## src/rtl/uart_cmd_pkg.sv

```systemverilog
`default_nettype none
// ---------------------------------------------------------------------------
// Module  : uart_cmd_pkg
// Brief   : Shared state encoding and command codes for uart_cmd_ctrl.
// Revision: 1.0 - initial release
// ---------------------------------------------------------------------------
package uart_cmd_pkg;

  typedef enum logic [2:0] {
    ST_IDLE = 3'd0,
    ST_CMD  = 3'd1,
    ST_ADDR = 3'd2,
    ST_DATA = 3'd3,
    ST_CHK  = 3'd4,
    ST_BUS  = 3'd5,
    ST_RSP  = 3'd6
  } state_t;

  localparam logic [7:0] CMD_WR       = 8'h01;
  localparam logic [7:0] CMD_RD       = 8'h02;
  localparam logic [7:0] SYNC_DEFAULT = 8'hA5;

endpackage
`default_nettype wire

```

## src/rtl/uart_cmd_ctrl.sv

```systemverilog
`default_nettype none
// ---------------------------------------------------------------------------
// Module  : uart_cmd_ctrl
// Brief   : UART byte-stream frame parser driving a simple register bus.
// Revision: 1.0 - initial release
// ---------------------------------------------------------------------------
module uart_cmd_ctrl
  import uart_cmd_pkg::*;
#(
  parameter logic [7:0] SYNC_BYTE      = SYNC_DEFAULT,
  parameter int         TIMEOUT_CYCLES = 1024
) (
  input  logic       i_clk,
  input  logic       i_rst_n,
  input  logic [7:0] i_rx_data,
  input  logic       i_rx_valid,
  output logic       o_rx_rdy,
  output logic [7:0] o_bus_addr,
  output logic [7:0] o_bus_wdata,
  output logic       o_bus_wr,
  output logic       o_bus_rd,
  input  logic [7:0] i_bus_rdata,
  input  logic       i_bus_ack,
  output logic [7:0] o_rsp_data,
  output logic       o_rsp_valid,
  input  logic       i_rsp_rdy,
  output logic [7:0] o_err_count
);

  localparam int        TW      = $clog2(TIMEOUT_CYCLES + 1);
  localparam logic [TW-1:0] TMO_MAX = TW'(TIMEOUT_CYCLES);

  state_t        state_q, state_d;
  logic          rx_valid_q, rx_valid_d;
  logic          rx_rdy_q, rx_rdy_d;
  logic [7:0]    cmd_q, cmd_d;
  logic [7:0]    addr_q, addr_d;
  logic [7:0]    data_q, data_d;
  logic          bus_wr_q, bus_wr_d;
  logic          bus_rd_q, bus_rd_d;
  logic [7:0]    rsp_data_q, rsp_data_d;
  logic          rsp_valid_q, rsp_valid_d;
  logic [7:0]    err_q, err_d;
  logic [TW-1:0] tmo_q, tmo_d;

  logic byte_fire;
  logic in_frame;
  logic err_inc;

  assign byte_fire = i_rx_valid & ~rx_valid_q;
  assign in_frame  = (state_q inside {ST_CMD, ST_ADDR, ST_DATA, ST_CHK});

  always_comb begin
    state_d     = state_q;
    rx_valid_d  = i_rx_valid;
    cmd_d       = cmd_q;
    addr_d      = addr_q;
    data_d      = data_q;
    bus_wr_d    = bus_wr_q;
    bus_rd_d    = bus_rd_q;
    rsp_data_d  = rsp_data_q;
    rsp_valid_d = rsp_valid_q;
    tmo_d       = '0;
    err_inc     = 1'b0;

    if (in_frame) begin
      tmo_d = byte_fire ? '0 : tmo_q + TW'(1);
    end

    // Timeout wins over a byte landing in the same cycle; that byte is dropped.
    if (in_frame && (tmo_q == TMO_MAX)) begin
      state_d = ST_IDLE;
      tmo_d   = '0;
      err_inc = 1'b1;
    end else begin
      case (state_q)
        ST_IDLE: begin
          if (byte_fire && (i_rx_data == SYNC_BYTE)) state_d = ST_CMD;
        end
        ST_CMD: begin
          if (byte_fire) begin
            if ((i_rx_data == CMD_WR) || (i_rx_data == CMD_RD)) begin
              cmd_d   = i_rx_data;
              data_d  = 8'h00;
              state_d = ST_ADDR;
            end else begin
              state_d = ST_IDLE;
              err_inc = 1'b1;
            end
          end
        end
        ST_ADDR: begin
          if (byte_fire) begin
            addr_d  = i_rx_data;
            state_d = (cmd_q == CMD_WR) ? ST_DATA : ST_CHK;
          end
        end
        ST_DATA: begin
          if (byte_fire) begin
            data_d  = i_rx_data;
            state_d = ST_CHK;
          end
        end
        ST_CHK: begin
          if (byte_fire) begin
            if (i_rx_data == (cmd_q ^ addr_q ^ data_q)) begin
              bus_wr_d = (cmd_q == CMD_WR);
              bus_rd_d = (cmd_q == CMD_RD);
              state_d  = ST_BUS;
            end else begin
              state_d = ST_IDLE;
              err_inc = 1'b1;
            end
          end
        end
        ST_BUS: begin
          if (i_bus_ack) begin
            bus_wr_d = 1'b0;
            bus_rd_d = 1'b0;
            if (bus_rd_q) begin
              rsp_data_d  = i_bus_rdata;
              rsp_valid_d = 1'b1;
              state_d     = ST_RSP;
            end else begin
              state_d = ST_IDLE;
            end
          end
        end
        ST_RSP: begin
          if (i_rsp_rdy) begin
            rsp_valid_d = 1'b0;
            state_d     = ST_IDLE;
          end
        end
        default: state_d = ST_IDLE;
      endcase
    end

    err_d    = (err_inc && (err_q != 8'hFF)) ? err_q + 8'd1 : err_q;
    rx_rdy_d = !(state_d inside {ST_BUS, ST_RSP});
  end

  always_ff @(posedge i_clk or negedge i_rst_n) begin
    if (!i_rst_n) begin
      state_q     <= ST_IDLE;
      rx_valid_q  <= 1'b0;
      rx_rdy_q    <= 1'b0;
      cmd_q       <= 8'h00;
      addr_q      <= 8'h00;
      data_q      <= 8'h00;
      bus_wr_q    <= 1'b0;
      bus_rd_q    <= 1'b0;
      rsp_data_q  <= 8'h00;
      rsp_valid_q <= 1'b0;
      err_q       <= 8'h00;
      tmo_q       <= '0;
    end else begin
      state_q     <= state_d;
      rx_valid_q  <= rx_valid_d;
      rx_rdy_q    <= rx_rdy_d;
      cmd_q       <= cmd_d;
      addr_q      <= addr_d;
      data_q      <= data_d;
      bus_wr_q    <= bus_wr_d;
      bus_rd_q    <= bus_rd_d;
      rsp_data_q  <= rsp_data_d;
      rsp_valid_q <= rsp_valid_d;
      err_q       <= err_d;
      tmo_q       <= tmo_d;
    end
  end

  assign o_rx_rdy    = rx_rdy_q;
  assign o_bus_addr  = addr_q;
  assign o_bus_wdata = data_q;
  assign o_bus_wr    = bus_wr_q;
  assign o_bus_rd    = bus_rd_q;
  assign o_rsp_data  = rsp_data_q;
  assign o_rsp_valid = rsp_valid_q;
  assign o_err_count = err_q;

endmodule
`default_nettype wire
```

## config.mk

```make
export PLATFORM = sky130hd
export DESIGN_NAME = uart_cmd_ctrl
export DESIGN_NICKNAME = d
export VERILOG_FILES = /design/src/rtl/uart_cmd_pkg.sv /design/src/rtl/uart_cmd_ctrl.sv
export SDC_FILE = /design/constraint.sdc
export NUM_CORES = 1
export LEC_CHECK = 0
export CAP_MARGIN = 30
export CORE_ASPECT_RATIO = 1.75
export CORE_MARGIN = 5
export CORE_UTILIZATION = 45
export CTS_CLUSTER_DIAMETER = 50
export CTS_CLUSTER_SIZE = 28
export DETAILED_ROUTE_END_ITERATION = 12
export PLACE_DENSITY = 0.73
export RECOVER_POWER = 100
export SLEW_MARGIN = 10
export SYNTH_ARGS = -nofsm -noshare
export SYNTH_HDL_FRONTEND = slang
export SYNTH_SLANG_ARGS = --single-unit
```

## constraint.sdc

```tcl
create_clock -name i_clk -period 1.9 [get_ports i_clk]
set_input_delay 0.285 -clock i_clk [delete_from_list [all_inputs] [get_ports i_clk]]
set_output_delay 0.285 -clock i_clk [all_outputs]
set_load 0.02 [all_outputs]
```

==> results.md, run 1 <==
* Pwr dens at 869 mW/mm^2
* Area growth, synth to finish at 48.5%
* Detailed-route DRC error count at 0
* Crit-path max FO at 3
* Seq pwr share at 36.4%
* Synth async-reset ratio at 100%
* Max-cap violations at 0
* Reg2reg start: o_bus_wdata[2]
* CP Capture Type: flip-flop
* Reg2Reg Setup Slack at 0 ns
* Most common cell after layout, fill and taps aside: dfrtp_1
* Final worst slack at -0.00707 ns
* Synth Area in Compound Gates at 8.52%
* VDD IR max at 0.652 mV
* Hpwl dp at 5420 um
* Crit path kind: in -> reg
* Crit path capture: o_err_count[6]
* Synth cell types at 48
* Sequential cell area at 0.00148 mm^2
* Die outline area at 0.00852 mm^2
* Routability cong. at 0.870
* Ys flop type: dfrtp_1
* Cells after Synth at 281
* Yosys reg bits at 59
* Fin. max-slew vios at 0
* Cts bufs inserted at 9
* Combinational share of power at 15.9%
* Fin cells at 478
* Failing checks: negative setup slack
* Post-placement cell count at 457
* Leakage at 2.12 nW
* Seq/Total Area, Yosys at 48.8%
* Drt total wl at 7600 um
* Clock Path Buffers at 2
* Setup TNS Final at -0.00707 ns
* Drt wl/cell at 15.9 um
* Count of final setup violators at 1
* Design Area, Final at 0.00449 mm^2
* Largest net degree at the start of global routing at 60
* Tcrit/Tclk final at 100%
* EDFF count, synth at 0
* Post-Synth XOR/XNOR Area at 11.6%
* Setup crit start: i_rx_data[4]
* Commonest cells after routing, fill and taps aside: dfrtp_1, buf_4, dlygate4sd3_1, xnor2_1, nand2_1
* Psw at 937 uW
* Initial Util at 46.2%
* Sw Share at 24.0%
* Nets at 415
* Die X at 72.0 um
* CTS tree: done
* Synth Cell Area at 0.00302 mm^2
* Mapped Avg Cell Area at 10.8 um^2
* Grt ovf at 0
* Post-route ant nets at 0
* Yosys top cell area share at 48.8%
* Share of cells above drive strength 1 at 27.5%
* Worst Max-Slew Pin Slew at 0.792 ns
* Htree depth at 3
* Required time worst endpoint at 2.11 ns
* GRT Resource Usage Total at 18.6%
* PortBufs at 56
* Min Tclk post-route at 1.91 ns
* First-pass detailed-route iteration total at 4
* Main combinational cell family by area after synthesis: simple AND/OR/NAND/NOR gates
* Diode count at 0
* Run status: finished with violations
* I/O pins at 57
* Clock skew at 0.00576 ns
* Synth Area in Adders at 1.24%
* DR iter-0 viols at 147
* Vias in the first global route at 2600
* Worst Hold Class: in -> reg
* Multiplexer area fraction after synthesis at 7.57%
* Max Fclk at 0.524 GHz
* Synth Area in Simple Gates at 20.4%
* Multi-input gate area at 0.00160 mm^2
* Filler cells at 519
* Core Region at 0.00654 mm^2
* Clk network pwr share at 47.6%
* Antenna violations before repair at 0
* Post-DP Area at 0.00400 mm^2
* Die height at 118 um
* Via density at 5.28
* Yosys Warn Count at 0
* CTS sink count at 59
* Rel. slew slack at 47.2%
* Clk_lat worst skew at 0.33 ns
* Startpoint Class: input pin
* Mapped Nets at 305
* Synth area leader: dfrtp_1
* Internal power at 2.96 mW
* Reg2reg end: o_err_count[6]
* Root Buffer: clkbuf_16
* R2r worst-path depth at 6
* Num rows at 39
* Global-route wire length before repair at 12300 um
* Clock transition at path regs at 0.05 ns
* Final Hold Viols at 0
* RSZ-0062 raised after global routing: true
* Via count at 2525
* Top cells by area, synth: dfrtp_1, xnor2_1, mux2_2, xor2_1, nand2_1
* Critical path arrival at 2.12 ns
repair_timing:
item / CTS / global route
endpoints found under the hold margin: 59 / 0
cloned: 0 / 0
buffers inserted: 0 / 4
hold buffers: 1 / 0
pin swaps: 1 / 12
setup endpoints to repair: 11 / 37
resized for setup: 2 / 25
cells by family (layout without fill, tap and decap cells):
kind of cell	after synthesis	after routing
xor gates and xnor gates	40	40
muxes	20	20
adders and majority gates	3	3
and+or+nand+nor	108	108
buffers and inverters	14	129
DFF	59	59
AOI/OAI and AO/OA	37	37
cell usage after synthesis (2+ instances only):
cell type	count
a211o_1	2
a21oi_1	7
a31oi_1	3
and2_1	3
and3_1	10
buf_2	2
clkbuf_1	4
dfrtp_1	59
ha_1	3
inv_1	7
mux2_1	3
mux2_2	16
nand2_1	24
nand2b_1	7
nand3_1	8
nand3_2	2
nand4_1	6
nand4b_1	2
nor2_1	18
nor2b_1	10
nor3_1	6
nor4_4	2
o21ai_0	3
o21ai_1	9
o22ai_1	4
xnor2_1	28
xor2_1	12
registers in the layout, summed over array words and instances (netlist names):
| register | count |
|---|---|
| o_rsp_data | 8 |
| o_rsp_valid | 1 |
| state_q | 3 |
| tmo_q | 11 |
| o_rx_rdy | 1 |
| o_bus_wdata | 8 |
| o_bus_rd | 1 |
| cmd_q | 8 |
| o_bus_wr | 1 |
| rx_valid_q | 1 |
| o_err_count | 8 |
| o_bus_addr | 8 |
per-stage QoR:
step                      hold WS, ns  setup WS, ns  utilization [%]  power [mW]
after floorplan               -0.0106        0.0394                -        1.75
after global placement          0.313        -0.280             61.2        2.07
after detailed placement        0.312        -0.340             61.2        2.09
after CTS                       0.452       0.00800             66.7        3.95
after global routing            0.496        -0.144             68.7        4.04
final                           0.453      -0.00707             68.7        3.90
power groups by stage:
stage                     Sequential, mW  Combinational [mW]  Clock (mW)
after floorplan                     1.54               0.211           0
after global placement              1.44               0.630           0
after detailed placement            1.45               0.645           0
after CTS                           1.42               0.650        1.88
after global routing                1.43               0.669        1.94
final                               1.42               0.621        1.86
layout make-up:
class / instances / share of cell area, %
sequential: 59 / 32.9
timing repair buffer: 106 / 21.0
tap: 82 / 2.28
inverter: 7 / 0.585
multi-input combinational: 208 / 35.6
clock buffer: 11 / 5.41
clock inverter: 5 / 2.23
layer usage:
metal | track usage (%) | vias up | share of wire (%) | wire length (um)
li1 | - | 1204 | - | -
met1 | 20.5 | 1249 | 38 | 2860
met2 | 32.9 | 56 | 55 | 4210
met3 | 5.01 | 16 | 4.3 | 330
met4 | 7.41 | 0 | 2.6 | 199
met5 | 0 | - | 0 | 0
worst min-delay path by stage:
| stage | startpoint | endpoint | slack [ns] | depth (start not counted) |
|---|---|---|---|---|
| floorplan | i_rst_n | cmd_q[0] | -0.01 | 0 |
| global placement | i_rst_n | o_bus_addr[3] | 0.31 | 2 |
| detailed placement | i_rst_n | o_bus_addr[6] | 0.31 | 2 |
| CTS | i_rx_data[0] | o_bus_wdata[0] | 0.45 | 3 |
| global route | i_rx_data[0] | o_bus_wdata[0] | 0.50 | 3 |
| finish | i_rx_data[0] | o_bus_wdata[0] | 0.45 | 3 |
worst max-delay path, cell delays in order:
cell and delay, ns:
clkdlybuf4s50_1 0.49, buf_4 0.13, xor2_1 0.22, xnor2_1 0.14, nor3_2 0.20, nand3_2 0.11
a31oi_1 0.19, mux2_2 0.35
(Power assumes the default switching activity.)
==> inputs of run 2 (changes only) <==
- CAP_MARGIN: 30 -> default
- CTS_CLUSTER_SIZE: 28 -> default
==> results of run 2 <==
Same layout as run 1: the final DEF is identical, and so are final timing and power.
==> inputs of run 3 (changes only) <==
- CORE_UTILIZATION: 45 -> 35
- PLACE_DENSITY: 0.73 -> default
- clock period: 1.9 -> 2.2 ns (I/O delays scaled with it)
==> results.md, run 3 (same netlist as run 1, synthesis figures left out) <==
* Final Hold Viols at 0 (unchanged)
* Leakage at 1.92 nW (was 2.12 nW)
* Area growth, synth to finish at 37.1% (was 48.5%)
* Seq pwr share at 40.5% (was 36.4%)
* Max Fclk at 0.497 GHz
* Drt wl/cell at 14.4 um (was 15.9 um)
* Core Region at 0.00856 mm^2 (was 0.00654 mm^2)
* Critical path arrival at 2.22 ns (was 2.12 ns)
* Antenna violations before repair at 0 (unchanged)
* Most common cell after layout, fill and taps aside: dfrtp_1 (unchanged)
* CTS hold repair buffers at 0 (was 1)
* Combinational share of power at 17.0% (was 15.9%)
* Post-layout util at 48.5% (was 68.7%)
* Vias in the first global route at 2427 (was 2600)
* Detailed-route DRC error count at 0 (unchanged)
* Post-CTS setup buffer count at 0 (unchanged)
* Drt total wl at 7030 um (was 7600 um)
* CTS sink count at 59 (unchanged)
* Min Tclk post-route at 2.01 ns
* Die X at 80.3 um (was 72.0 um)
* Multi-input gate area at 0.00149 mm^2 (was 0.00160 mm^2)
* Routability cong. at 0.852 (was 0.870)
* Clock transition at path regs at 0.05 ns (about the same)
* Fin. max-slew vios at 0 (unchanged)
* Startpoint Class: input pin (unchanged)
* Count of final setup violators at 0 (was 1)
* Tcrit/Tclk final at 91.5%
* Clock Path Buffers at 2 (unchanged)
* CP Capture Type: flip-flop (unchanged)
* Global-route wire length before repair at 11800 um (was 12300 um)
* Rel. slew slack at 10.9% (was 47.2%)
* Cts bufs inserted at 9 (unchanged)
* PortBufs at 56 (unchanged)
* Sw Share at 25.9% (was 24.0%)
* Sequential cell area at 0.00148 mm^2 (about the same)
* Max-cap violations at 0 (unchanged)
* Via count at 2353 (was 2525)
* Top reg by flops: tmo_q (unchanged)
* Psw at 781 uW (was 937 uW)
* Htree depth at 3 (unchanged)
* Post-route ant nets at 0 (unchanged)
* CTS tree: done (unchanged)
* Num rows at 45 (was 39)
* Die height at 133 um (was 118 um)
* Crit path kind: in -> reg (unchanged)
* Via density at 4.82 (was 5.28)
* Grt ovf at 0 (unchanged)
* Nets at 390 (was 415)
* CTS resizes at 0 (was 2)
* Run status: completed (was finished with violations)
* Diode count at 0 (unchanged)
* GRT Resource Usage Total at 14.4% (was 18.6%)
* Pwr dens at 727 mW/mm^2 (was 869 mW/mm^2)
* Hpwl dp at 5200 um (was 5420 um)
* Hold WS at 0.287 ns (was 0.453 ns)
* Share of cells above drive strength 1 at 16.2% (was 27.5%)
* Filler cells at 810 (was 519)
* Initial Util at 35.3% (was 46.2%)
* Required time worst endpoint at 2.40 ns (was 2.11 ns)
* First-pass detailed-route iteration total at 4 (unchanged)
* Crit-path max FO at 4 (was 3)
* Die outline area at 0.0107 mm^2 (was 0.00852 mm^2)
* Commonest cells after routing, fill and taps aside: dfrtp_1, dlygate4sd3_1, xnor2_1, nand2_1 (was dfrtp_1, buf_4, dlygate4sd3_1, xnor2_1, nand2_1)
* Largest net degree at the start of global routing at 38 (was 60)
* DR iter-0 viols at 64 (was 147)
* Clk network pwr share at 42.5% (was 47.6%)
* I/O pins at 57 (unchanged)
* Worst Hold Class: in -> async (was in -> reg)
* Number of flip-flops in the largest register at 11 (unchanged)
* Root Buffer: clkbuf_16 (unchanged)
* RSZ-0062 raised after global routing: false (was true)
* Clk_lat worst skew at 0.33 ns (about the same)
* Clock skew at 0.00594 ns (was 0.00576 ns)
* Worst Max-Slew Pin Slew at 1.34 ns (was 0.792 ns)
* Internal power at 2.24 mW (was 2.96 mW)
* VDD IR max at 0.526 mV (was 0.652 mV)
==> run 3: cell type report <==
| class | instances | share of cell area (%) |
|---|---|---|
| tap | 117 | 3.53 |
| clock inverter | 2 | 0.241 |
| clock buffer | 14 | 6.37 |
| multi-input combinational | 208 | 35.9 |
| timing repair buffer | 81 | 17.7 |
| sequential | 59 | 35.6 |
| inverter | 7 | 0.634 |
==> run 3: final timing paths <==
kind                                    start             end  slack, ns  cells after the start
worst min-delay path                  i_rst_n        cmd_q[3]       0.29                      1
max in group asynchronous             i_rst_n        tmo_q[4]       1.07                      2
worst max-delay path             i_rx_data[5]  o_err_count[6]       0.19                      7
worst min register to register  o_rsp_data[5]   o_rsp_data[5]       0.49                      1
min in group i_clk              o_rsp_data[5]   o_rsp_data[5]       0.49                      1
worst max register to register     state_q[2]  o_err_count[6]       0.21                      6
==> run 3: metal layers <==
layer	track usage (%)	part of all wire, %
met2	23.7	52
met5	0	0
met4	8.18	2.6
met1	17.1	42
met3	2.93	4.0
==> run 3: through the flow <==
step / setup slack, ns / setup TNS [ns] / instance area, um^2 / power, mW / instances
floorplan: 0.339 / 0 / 3020 / 1.51 / 281
global placement: -0.106 / -0.639 / 3900 / 1.79 / 472
detailed placement: -0.168 / -1.06 / 3900 / 1.80 / 472
CTS: 0.174 / 0 / 4170 / 3.10 / 488
global route: 0.0469 / 0 / 4150 / 3.15 / 488
finish: 0.186 / 0 / 4150 / 3.02 / 488
==> run 3: power groups by stage <==
stage	Sequential [mW]	Combinational, mW	Clock, mW
after global routing	1.24	0.555	1.36
final	1.22	0.513	1.28
after global placement	1.24	0.546	0
after detailed placement	1.25	0.551	0
after floorplan	1.33	0.182	0
after CTS	1.23	0.555	1.31
==> run 3: critical path, stage by stage <==
cell	delay [ns]
clkdlybuf4s50_1	0.50
xor2_1	0.24
xnor2_1	0.14
nor4_4	0.33
nand3_2	0.15
a31oi_1	0.18
mux2_1	0.35
